## src/rtl/alu_seq_driver.sv

```systemverilog
// alu_seq_driver: BIST sequencer driving a 4-bit ALU and folding results into a MISR; ALU_SEQ_EXHAUSTIVE_EN selects all 256 operand pairs
module alu_seq_driver #(
  parameter int          SETTLE_CYCLES = 1,
  parameter logic [15:0] SIG_SEED      = 16'h0000
) (
  input  logic        clk,
  input  logic        rst_n,
  input  logic        start,
  input  logic        abort,
  output logic [3:0]  alu_a,
  output logic [3:0]  alu_b,
  output logic [1:0]  alu_sel,
  input  logic [7:0]  alu_out,
  output logic        busy,
  output logic        done,
  output logic [15:0] signature,
  output logic [10:0] result_cnt
);
`ifdef ALU_SEQ_EXHAUSTIVE_EN
  localparam int IW = 10;
`else
  localparam int IW = 3;
`endif
  localparam logic [IW-1:0] LAST  = '1;
  localparam logic [3:0]    SLAST = 4'(SETTLE_CYCLES - 1);
  typedef enum logic [1:0] {IDLE, DRIVE, SAMPLE, DONE} state_t;
  state_t state, nxt;
  logic [3:0] scnt, va, vb;
  logic [IW-1:0] idx, vidx;
  logic load;
  logic [15:0] misr;
  always_ff @(posedge clk or negedge rst_n)
    if (!rst_n) state <= IDLE;
    else state <= nxt;
  always_comb begin
    nxt = IDLE;
    case (state)
      IDLE:    nxt = (start && !abort) ? DRIVE : IDLE;
      DRIVE:   nxt = abort ? IDLE : (scnt == SLAST) ? SAMPLE : DRIVE;
      SAMPLE:  nxt = abort ? IDLE : (idx == LAST) ? DONE : DRIVE;
      default: nxt = IDLE;
    endcase
  end
  always_comb begin
    busy = (state == DRIVE) || (state == SAMPLE);
    done = (state == DONE);
  end
  assign load = (nxt == DRIVE) && (state != DRIVE);
  assign vidx = (state == IDLE) ? '0 : idx + 1'b1;
`ifdef ALU_SEQ_EXHAUSTIVE_EN
  assign va = vidx[9:6];
  assign vb = vidx[5:2];
`else
  assign va = vidx[2] ? 4'h6 : 4'h0;
  assign vb = vidx[2] ? 4'hA : 4'hF;
`endif
  assign misr = {signature[14:0], signature[15] ^ signature[13] ^ signature[12] ^ signature[10]} ^ {8'h00, alu_out};
  always_ff @(posedge clk or negedge rst_n)
    if (!rst_n) begin
      alu_a      <= '0;
      alu_b      <= '0;
      alu_sel    <= '0;
      idx        <= '0;
      scnt       <= '0;
      signature  <= SIG_SEED;
      result_cnt <= '0;
    end else begin
      if (load) begin
        alu_a   <= va;
        alu_b   <= vb;
        alu_sel <= vidx[1:0];
        idx     <= vidx;
        scnt    <= '0;
      end else if (state == DRIVE) scnt <= scnt + 4'd1;
      if (state == IDLE && nxt == DRIVE) begin
        signature  <= SIG_SEED;
        result_cnt <= '0;
      end else if (state == SAMPLE && !abort) begin
        signature  <= misr;
        result_cnt <= result_cnt + 11'd1;
      end
    end
endmodule

```

## config.mk

```make
export PLATFORM = sky130hd
export DESIGN_NAME = alu_seq_driver
export DESIGN_NICKNAME = d
export VERILOG_FILES = /design/src/rtl/alu_seq_driver.sv
export SDC_FILE = /design/constraint.sdc
export NUM_CORES = 1
export LEC_CHECK = 0
export ABC_AREA = 0
export CORE_ASPECT_RATIO = 1.4
export CORE_MARGIN = 4
export CORE_UTILIZATION = 52
export DETAILED_ROUTE_END_ITERATION = 10
export PLACE_DENSITY = 0.85
export SLEW_MARGIN = 40
export SYNTH_ARGS = -nofsm -noshare
export SYNTH_HDL_FRONTEND = slang
export SYNTH_SLANG_ARGS = --single-unit
```

## constraint.sdc

```tcl
create_clock -name clk -period 2.6 [get_ports clk]
set_input_delay 0.52 -clock clk [delete_from_list [all_inputs] [get_ports clk]]
set_output_delay 0.52 -clock clk [all_outputs]
set_load 0.01 [all_outputs]
```

Word-level counts from Yosys, hierarchy flattened

Cells that the tools add are included.

Mux-type cells: 15
Equality and inequality tests: 6
Add/sub/neg operators: 3
Reductions and logical operators: 10
Bitwise logic cells: 4

Operator list:

| operator              | number |
|---|---|
| $mux 16               | 2 |
| $mux 11               | 2 |
| $xor 16x8->16         | 1 |
| $add 11x1->11 const B | 1 |
| $mux 3                | 3 |
| $mux 2                | 4 |
| $mux 4                | 2 |
| $pmux 2 s3            | 1 |
| $add 4x1->4 const B   | 1 |
| $eq 2x1->1 const B    | 2 |
| $eq 2x2->1 const B    | 2 |
| $logic_and 1x1->1     | 4 |
| $logic_not 4->1       | 1 |
| $reduce_bool 2->1     | 2 |
| $add 3x1->3 const B   | 1 |
| $eq 3x3->1 const B    | 1 |
| $xor 1x1->1           | 3 |
| $logic_not 2->1       | 1 |
| $ne 2x1->1 const B    | 1 |
| $logic_not 1->1       | 1 |
| $logic_or 1x1->1      | 1 |
| $mux 1                | 1 |

Output and inout bits: 39
Flip-flop bits (word level): 46
Input bits: 12
Logic and storage cells: 46

Depth between registers and ports, before layout

Word-level depth: 7
Depth in mapped cells: 8
Depth with buffers taken out: 6

Worst setup path before layout

OpenSTA, ideal clock, no wires.

Path kind: flip-flop to flip-flop
Start point: register state[0]
End point: register alu_b[2]
Arrival: 1.627 ns
Buffers on the path: 0
Library setup time: 0.125 ns
Stages on the path, launching flop included: 7
Clock period less this slack: 1.752 ns
Slack: 0.848 ns
Data required time: 2.475 ns
Path through: dfrtp_1 inv_1 ha_1 and3b_1 o21ai_2 nand2b_1 mux2_2

Longest elaborated chain between the ends: 4
Elaborated cells on any way between the ends: 9
Classes of those cells: eq/ne: 4; mux: 3; reduce/logical: 2

Ends and longest elaborated chain:

| element                                  | line | text |
|---|---|---|
| start: declaration                       | 27   | `state_t state, nxt;` |
| start signal: assignment                 | 34   | `else state <= nxt;` |
| $eq 2x2->1, or another cell as far along | 37   | `case (state)` |
| $pmux 2 s3                               | 37   |  |
| $eq 2x1->1                               | 48   | `assign load = (nxt == DRIVE) && (state != DRIVE);` |
| $logic_and 1x1->1                        | 48   |  |
| end signal: assignment                   | 70   | `alu_b <= vb;` |
| end: declaration                         | 11   | `output logic [3:0] alu_b,` |

Parallel ways exist; a longest one is shown, timed or not.
A chain may end at the register's enable or synchronous reset.

Worst setup path in the final report

Start point: register state[0]
End point: output busy

Longest elaborated chain between the ends: 2
Elaborated cells on any way between the ends: 3
Classes of those cells: eq/ne: 2; reduce/logical: 1

Ends and longest elaborated chain:

| element                                         | line | text |
|---|---|---|
| $eq 2x1->1 / $eq 2x2->1 (equally long branches) | 45   | `busy = (state == DRIVE) \|\| (state == SAMPLE);` |
| $logic_or 1x1->1 (*)                            | 45   |  |
| end: declaration                                | 14   | `output logic busy,` |

Every way passes the cells marked *; elsewhere a longest branch is shown, timed or not.

==> key figures <==
Global routing
  • Initial antenna violation count: 0
  • First-pass GRT wire length: 6.630 mm
  • Maximum number of pins on one net before global-route repair: 39
  • GRT Residual Overflow: 0
  • Vias in the first global route: 1,512
  • All-Layer GR Usage: 0.1800

Placed design
  • Hpwl dp: 2.790 mm
  • RD Place Congestion: 0.8300
  • Port Buffers: 48

Setup path
  • R2r setup slk: 550 ps
  • Setup crit start kind: register
  • Slowest cell delay on critical path: 530 ps
  • Reg2reg end: signature[0]
  • Worst EP required: 2080 ps
  • Slowest cell on crit path: clkdlybuf4s50_1
  • RR Startpoint: state[1]
  • Worst Setup EP: busy
  • CP Launch Point: state[0]
  • Worst Setup End Kind: output port
  • CP Class: register to output port
  • Crit-path max FO: 3
  • CP cell instances: inv_1 -> ha_1 -> clkdlybuf4s50_1
  • Worst Reg2Reg Path Length in Cells: 7
  • Critical Path AT: 1570 ps

Drt
  • Routed WL per cell: 13.69 µm
  • Drt total wl: 3.903 mm
  • DR pass1 iterations: 4
  • Drt drc: 0
  • Vias: 1,506
  • Routed Antenna Nets: 0
  • Vias/cell: 5.284
  • Initial DRC count: 58

Clocking
  • Clk Latency, worst-skew pair: 290 ps
  • H-tree levels: 2
  • Num CTS Buffers: 5
  • Sink Count: 38
  • CTS tree: yes
  • Post-CTS sizing: 0
  • Hold-fix buffers, CTS: 0
  • Longest Clk Path Bufs: 2
  • Clock Tree Root: clkbuf_8
  • Clock transition at path regs: 80 ps
  • Setup bufs post-CTS: 0

Synth
  • Post-synthesis async set-or-reset flop share: 1.000
  • Cells after synthesis: 196
  • Yosys cell types: 35
  • YS warnings: 0
  • Ranking of synthesized cells by area: dfrtp_1 49%, xnor2_1 7.7%, ha_1 5.8%, nand2_1 5.0%, nor2_1 4.1%
  • Cell area after synthesis: 1934 µm²
  • Count leader, synth: dfrtp_1
  • Area fraction of the dominant cell type after synthesis: 0.4916
  • Synth Register Bits: 38
  • Top FF cell, synth: dfrtp_1
  • Sequential-to-total area share from yosys stat: 0.4916
  • Post-Syn Area per Cell: 9.869 µm²
  • Top post-synthesis cells by count: 38 x dfrtp_1, 26 x nand2_1, 21 x nor2_1, 17 x xnor2_1, 11 x a21oi_1
  • Synth area leader: dfrtp_1
  • Post-synth EDFFs: 0

Cells and area
  • Share of layout cells above drive strength 1: 0.07819
  • Layout area overhead: 29.37%
  • FILL cells: 285
  • Ant diodes: 0
  • Nets: 263

Power
  • Pwr/cell area: 724.8 nW/µm²
  • VDD IR max: 0.0005858 V
  • Power Total: 1.814 mW
  • P_leak: 1.043 nW

Floorplan
  • Die area: 4773 µm²
  • Core area: 3611 µm²
  • Starting density of the core: 0.5357
  • Site row count: 26
  • Die H: 80.17 µm
  • Top Ports: 51
  • Die Width: 59.55 µm

Timing
  • Hold Fails Final Rpt: 0
  • RSZ-0062 raised after global routing: no
  • Setup tns final: 0 ps
  • Fmax: 0.4794 GHz
  • Final min period: 2086 ps
  • Finish-stage setup viols: 0
  • Final Max Tran Viols: 0
  • Layout Skew: 8.052 ps
  • Final Cycle Share: 0.8022

Run
  • MaxCap Viol Count: 0

Run status
  • Outcome: finished, final reports clean

Hold path
  • Hold Crit Class: primary input to async pin
critical path, delay by kind of cell, from the launching register on:
family | cells | cell delay, ps
adder cells (fa/ha/maj) | 1 | 280
flip-flops | 1 | 390
buffers and inverters | 2 | 610
per-stage QoR:
stage / util / instances / hold slack [ps] / area [µm²] / setup slack (ps)
after floorplan: - / 197 / 224.4 / 1938 / 847.9
after global placement: 0.6660 / 277 / 493.8 / 2405 / 534.4
after detailed placement: 0.6667 / 277 / 496.8 / 2407 / 475.5
after CTS: 0.6930 / 285 / 190.3 / 2502 / 486.0
after global routing: 0.6930 / 285 / 212.8 / 2502 / 438.9
final: 0.6930 / 285 / 167.7 / 2502 / 514.3
final cells by class:
type / count / area (µm²) / area share
timing repair buffer: 50 / 493.0 / 0.1970
tap: 42 / 52.55 / 0.02100
inverter: 8 / 30.03 / 0.01200
clock buffer: 6 / 82.58 / 0.03300
multi-input combinational: 139 / 880.8 / 0.3520
clock inverter: 2 / 12.51 / 0.005000
sequential: 38 / 950.9 / 0.3800
worst min path at each step:
| stage | end | slack [ps] | cells past startpoint |
|---|---|---|---|
| after floorplan | alu_a[1] | 220 | 0 |
| after global placement | alu_b[1] | 490 | 1 |
| after detailed placement | alu_b[1] | 500 | 1 |
| after CTS | signature[5] | 190 | 1 |
| after global routing | signature[5] | 210 | 1 |
| final | signature[5] | 170 | 1 |
registers in the layout, indices dropped and copies added (netlist names):
| signal | count |
|---|---|
| scnt | 4 |
| alu_a | 1 |
| idx | 1 |
| alu_b | 2 |
| state | 2 |
| result_cnt | 11 |
| alu_sel | 1 |
| signature | 16 |
routing by layer:
metal,vias up,part of all wire,GRT usage
met5,-,0,0
met3,6,0.043,0.04341
met4,0,0.012,0.05765
met2,31,0.54,0.3151
met1,726,0.41,0.2118
li1,743,-,-
kinds of logic after synthesis:
family,count (synthesis),synth area share
flip-flops,38,0.4916
AND/OR/NAND/NOR,79,0.1947
adder cells (fa/ha/maj),9,0.05822
multiplexers,4,0.02264
AO/OA/AOI/OAI,24,0.07956
other,1,0.001939
buffers and inverters,20,0.05627
XOR/XNOR,21,0.09508
placed cells by master, fill, tap and decap left out, drive strengths merged, types with 2 or more instances in the layout:
master / n
clkdlybuf4s50: 47
dfrtp: 38
nand2: 26
nor2: 21
xnor2: 17
a21oi: 11
ha: 9
inv: 8
nor3: 7
a211oi: 7
nand2b: 6
clkbuf: 6
nand3: 4
xor2: 4
o21ai: 4
mux2: 3
nor4: 3
buf: 3
nor2b: 3
nand4: 2
conb: 2
where the power goes:
part | total (mW) | switching (mW) | internal, mW
combinational | 0.597 | 0.274 | 0.323
clock | 0.427 | 0.214 | 0.213
sequential | 0.789 | 0.102 | 0.688
(Power assumes the default switching activity.)
==> edit 1 (same flow settings) <==
`IW`: 3 -> 5.
--- a/src/rtl/alu_seq_driver.sv
+++ b/src/rtl/alu_seq_driver.sv
@@ -19,7 +19,7 @@
 `ifdef ALU_SEQ_EXHAUSTIVE_EN
   localparam int IW = 10;
 `else
-  localparam int IW = 3;
+  localparam int IW = 5;
 `endif
   localparam logic [IW-1:0] LAST  = '1;
   localparam logic [3:0]    SLAST = 4'(SETTLE_CYCLES - 1);
Behaviour: same outputs for any inputs over 10 cycles, from zero or initial values and one cycle with rst_n low; that may be too few to reach the edited logic, so the function may still have changed.
==> edit 1 against the original RTL <==
Total power is 7.9% higher; sequential cell count is 2 higher; final area is 4.6% higher; wire length is 7.4% higher; synthesized cell count is 9.2% higher; synthesized area is 7.9% higher; hold slack better by 15 ps; via count is 4.8% higher; combinational power is 2% higher; register-to-register slack worse by 50 ps; worst setup slack worse by 17 ps; critical path type is now reg -> reg; highest routed layer unchanged.
==> edit 1: results (changes against the original RTL) <==
[power_and_ir_drop]
power_clock_uw=524  ; +23%
p_leak_nw=1.12  ; +7.5%
power_frac_comb=0.311  ; -0.018
p_int_mw=1.33  ; +8.5%
ir_drop_uv=713  ; +22%
pg_comb_uw=608  ; +2%

[cells_and_area]
top_regs=signature: 16 flops, result_cnt: 11 flops
post-route-util=0.668  ; -0.0247
diodes=0  ; unchanged
fill_cells=331  ; +16%
instances_no_fill=296  ; +3.9%
nNetsFinal=273  ; +3.8%
drive_above_1_share=0.0593  ; -0.0189

[clock_tree]
path_clk_slew_ps=90
numCtsBuffers=5  ; unchanged
postCtsSetupRepairBufs=0  ; unchanged
post_cts_resized=0  ; unchanged

[global_route]
grt_antenna_before_repair=0  ; unchanged
grt_pass1_vias=1601  ; +5.9%
gr-usage-met3=0.0467  ; +0.00325
use_met1=0.228  ; +0.0159
grt_usage=0.181  ; +0.000530
grt_pass1_wl_mm=7.20  ; +8.6%
grt_max_degree=41  ; +5.1%
grtUsageMet2=0.289  ; -0.0263

[worst_setup_path]
r2r_slack_ps=500  ; -50 ps
path_max_fanout=11  ; +8
slowest_stage=dfrtp_1
crit_family=compound AO/OA/AOI/OAI gates
critPathMaxStageDelay_ps=440  ; -90 ps
regToRegStartpoint=alu_sel[0]
reg2reg_to=idx[2]
crit_arrival_ps=2280  ; +710 ps

[logic_synthesis]
postSynthAreaPerCell_um2=9.75  ; -1.2%
synth_common_cells=40 x dfrtp_1, 28 x nand2_1, 23 x nor2_1, 12 x xnor2_1, 11 x buf_4
seq_area_frac_synth=0.480  ; -0.0120
ys_warn_count=0  ; unchanged
synth.distinct_cells=42  ; +20%
synthTopCellsByArea=dfrtp_1 48%, ha_1 5.4%, nand2_1 5.0%

[sta]
fin_skew_ps=8.33  ; +0.281 ps
holdWs_ps=182  ; +14.6 ps

[detailed_routing]
top_layer=met4
vias_per_cell=5.33  ; +0.95%
met1_length_mm=1.85  ; +17%
drt_pass1_iterations=4  ; unchanged
route.met2.wl_mm=2.07  ; -1.7%
drt_iter0_markers=57  ; -1.7%
wl_per_cell_um=14.2  ; +3.4%
route.met3.wl_um=189  ; +13%

[placed_design]
io_buffers=48  ; unchanged
dp.cells=288  ; +4.0%
dpl_worst_slack_ps=453  ; -22.8 ps
routabilityCongestion=0.807  ; -2.8%
hpwlAfterDp_mm=2.95  ; +5.6%
place_area_um2=2500  ; +4.0%

[outcome]
status=finished, final reports clean

[edit 1: worst max-delay path by stage]
stage / start / slack [ps] / end / depth (start not counted)
floorplan: alu_sel[0] / 680 / idx[2] / 8
global placement: abort / 540 / signature[0] / 5
detailed placement: abort / 450 / idx[3] / 5
CTS: alu_sel[0] / 490 / idx[3] / 7
global route: alu_sel[0] / 390 / idx[2] / 7
finish: alu_sel[0] / 500 / idx[2] / 7
[edit 1: area by class of cell]
cell class	count	area, µm²	share of cell area
Sequential cell	40	1000	0.382
Multi-Input combinational cell	151	941	0.359
Timing Repair Buffer	50	493	0.188
Clock buffer	5	68.8	0.0263
Tap cell	43	53.8	0.0205
Clock inverter	3	46.3	0.0177
Inverter	4	15.0	0.00573
[edit 1: cells by family after synthesis]
kind of cell	synth area share
buffers and inverters	0.0725
xor gates and xnor gates	0.0881
AOI/OAI and AO/OA	0.102
DFF	0.480
adders and majority gates	0.0540
muxes	0.0102
and+or+nand+nor	0.192
other	0.00180
==> edit 2 (same settings) <==
Without the edit above. The 4 states of `state_t` get a one-hot encoding in 4 bits.
--- a/src/rtl/alu_seq_driver.sv
+++ b/src/rtl/alu_seq_driver.sv
@@ -23,7 +23,7 @@
 `endif
   localparam logic [IW-1:0] LAST  = '1;
   localparam logic [3:0]    SLAST = 4'(SETTLE_CYCLES - 1);
-  typedef enum logic [1:0] {IDLE, DRIVE, SAMPLE, DONE} state_t;
+  typedef enum logic [3:0] {IDLE = 4'b0001, DRIVE = 4'b0010, SAMPLE = 4'b0100, DONE = 4'b1000} state_t;
   state_t state, nxt;
   logic [3:0] scnt, va, vb;
   logic [IW-1:0] idx, vidx;
Function: no difference found for any inputs over 10 cycles, from zero or initial values and one cycle with rst_n low; not proved beyond that.
==> edit 2 against the original RTL <==
Final area grew 2.9%; synthesized area increased by 1.8%; sequential cell count up 2; highest routed layer unchanged; clock skew down 3.1 ps; wire length increased by 11%; worst setup slack got worse by 270 ps; largest cell class unchanged.
Power is not compared: it rests on default switching activity, and its combinational part moved more than twofold at a synthesized area within 25%.
==> edit 2: results (changes against the original RTL) <==
[cells_and_area]
top_regs=signature: 16 flops, result_cnt: 11 flops
fill_cells=281  ; -1.4%
drive_above_1_share=0.107  ; +0.0288
nNetsFinal=259  ; -1.5%
regArea_um2=1000  ; +5.4%

[worst_setup_path]
reg2reg_to=alu_b[2]
regToRegStartpoint=state[0]
r2r_slack_ps=540
worstRegToRegCells=4  ; -3
crit_arrival_ps=1830  ; +260 ps
crit_start=state[3]
path_max_fanout=7  ; +4

[sta]
slew_viol_final=0  ; unchanged
fin_skew_ps=4.95  ; -3.10 ps

[placed_design]
place_area_um2=2480  ; +2.9%
hpwlAfterDp_mm=3.12  ; +12%
io_buffers=48  ; unchanged
routabilityCongestion=0.786  ; -5.3%

[logic_synthesis]
seq_area_frac_synth=0.509  ; +0.0173
synthTopCellsByArea=dfrtp_1 50%, nand2_1 5.0%, xnor2_1 4.9%
synth_common_cells=39 x dfrtp_1, 26 x nand2_1, 21 x nor2_1, 13 x a21oi_1, 11 x xnor2_1
synth.distinct_cells=39  ; +11%

[detailed_routing]
drt_iter0_markers=49  ; -16%
vias_per_cell=5.56  ; +5.2%
wirelength_mm=4.33  ; +11%

[global_route]
grt_pass1_vias=1605  ; +6.2%
grt_pass1_wl_mm=7.47  ; +13%
grt_usage=0.205  ; +0.0250
grt_max_degree=41  ; +5.1%

[outcome]
status=finished, final reports clean

[clock_tree]
path_clk_slew_ps=80  ; about the same
numCtsBuffers=5  ; unchanged
cts-root-buf=clkbuf_8

==> edit 2: logic make-up after synthesis <==
group,count (synthesis),share of synthesized area
and+or+nand+nor,81,0.220
xor gates and xnor gates,21,0.100
adders and majority gates,5,0.0318
DFF,40,0.509
muxes,2,0.0114
buffers and inverters,15,0.0445
AOI/OAI and AO/OA,26,0.0813
other,1,0.00190
==> edit 2: how the worst max path moves through the flow <==
stage,to,slack (ps),cells past startpoint
2_1_floorplan,result_cnt[10],750,5
3_3_place_gp,signature[4],450,6
3_5_place_dp,signature[6],380,6
4_1_cts,busy,270,3
5_1_grt,busy,150,3
6_report,busy,250,3
==> edit 2: layout make-up <==
class | count | area share
sequential | 40 | 0.389
multi-input combinational | 137 | 0.345
inverter | 4 | 0.00583
tap | 42 | 0.0204
timing repair buffer | 54 | 0.203
clock buffer | 7 | 0.0335
clock inverter | 1 | 0.00291
==> edit 2: worst max-delay path, stage by stage (launching register included) <==
cell and delay [ps]:
dfrtp_1 460, or2_2 360, nor2_1 170, clkdlybuf4s50_1 560
==> edit 2: report_power, final <==
group	internal [mW]	switching, mW	total (mW)	leakage (nW)
clock network	0.216	0.211	0.426	0.0445
logic	0.0475	0.0556	0.103	0.515
registers	0.631	0.0112	0.642	0.544
==> edit 2: per-stage QoR <==
step / worst slack [ps] / instances / hold WS, ps
global route: 150 / 285 / 231
detailed placement: 384 / 277 / 501
floorplan: 746 / 192 / 224
global placement: 453 / 277 / 488
CTS: 271 / 285 / 207
finish: 246 / 285 / 191
==> edit 2: layer usage <==
metal  GRT usage  part of all wire  vias up
met1       0.260              0.41      773
met5           0                 0        -
met2       0.325              0.52       47
met4      0.0865             0.029        0
li1            -                 -      750
met3      0.0572             0.042       14
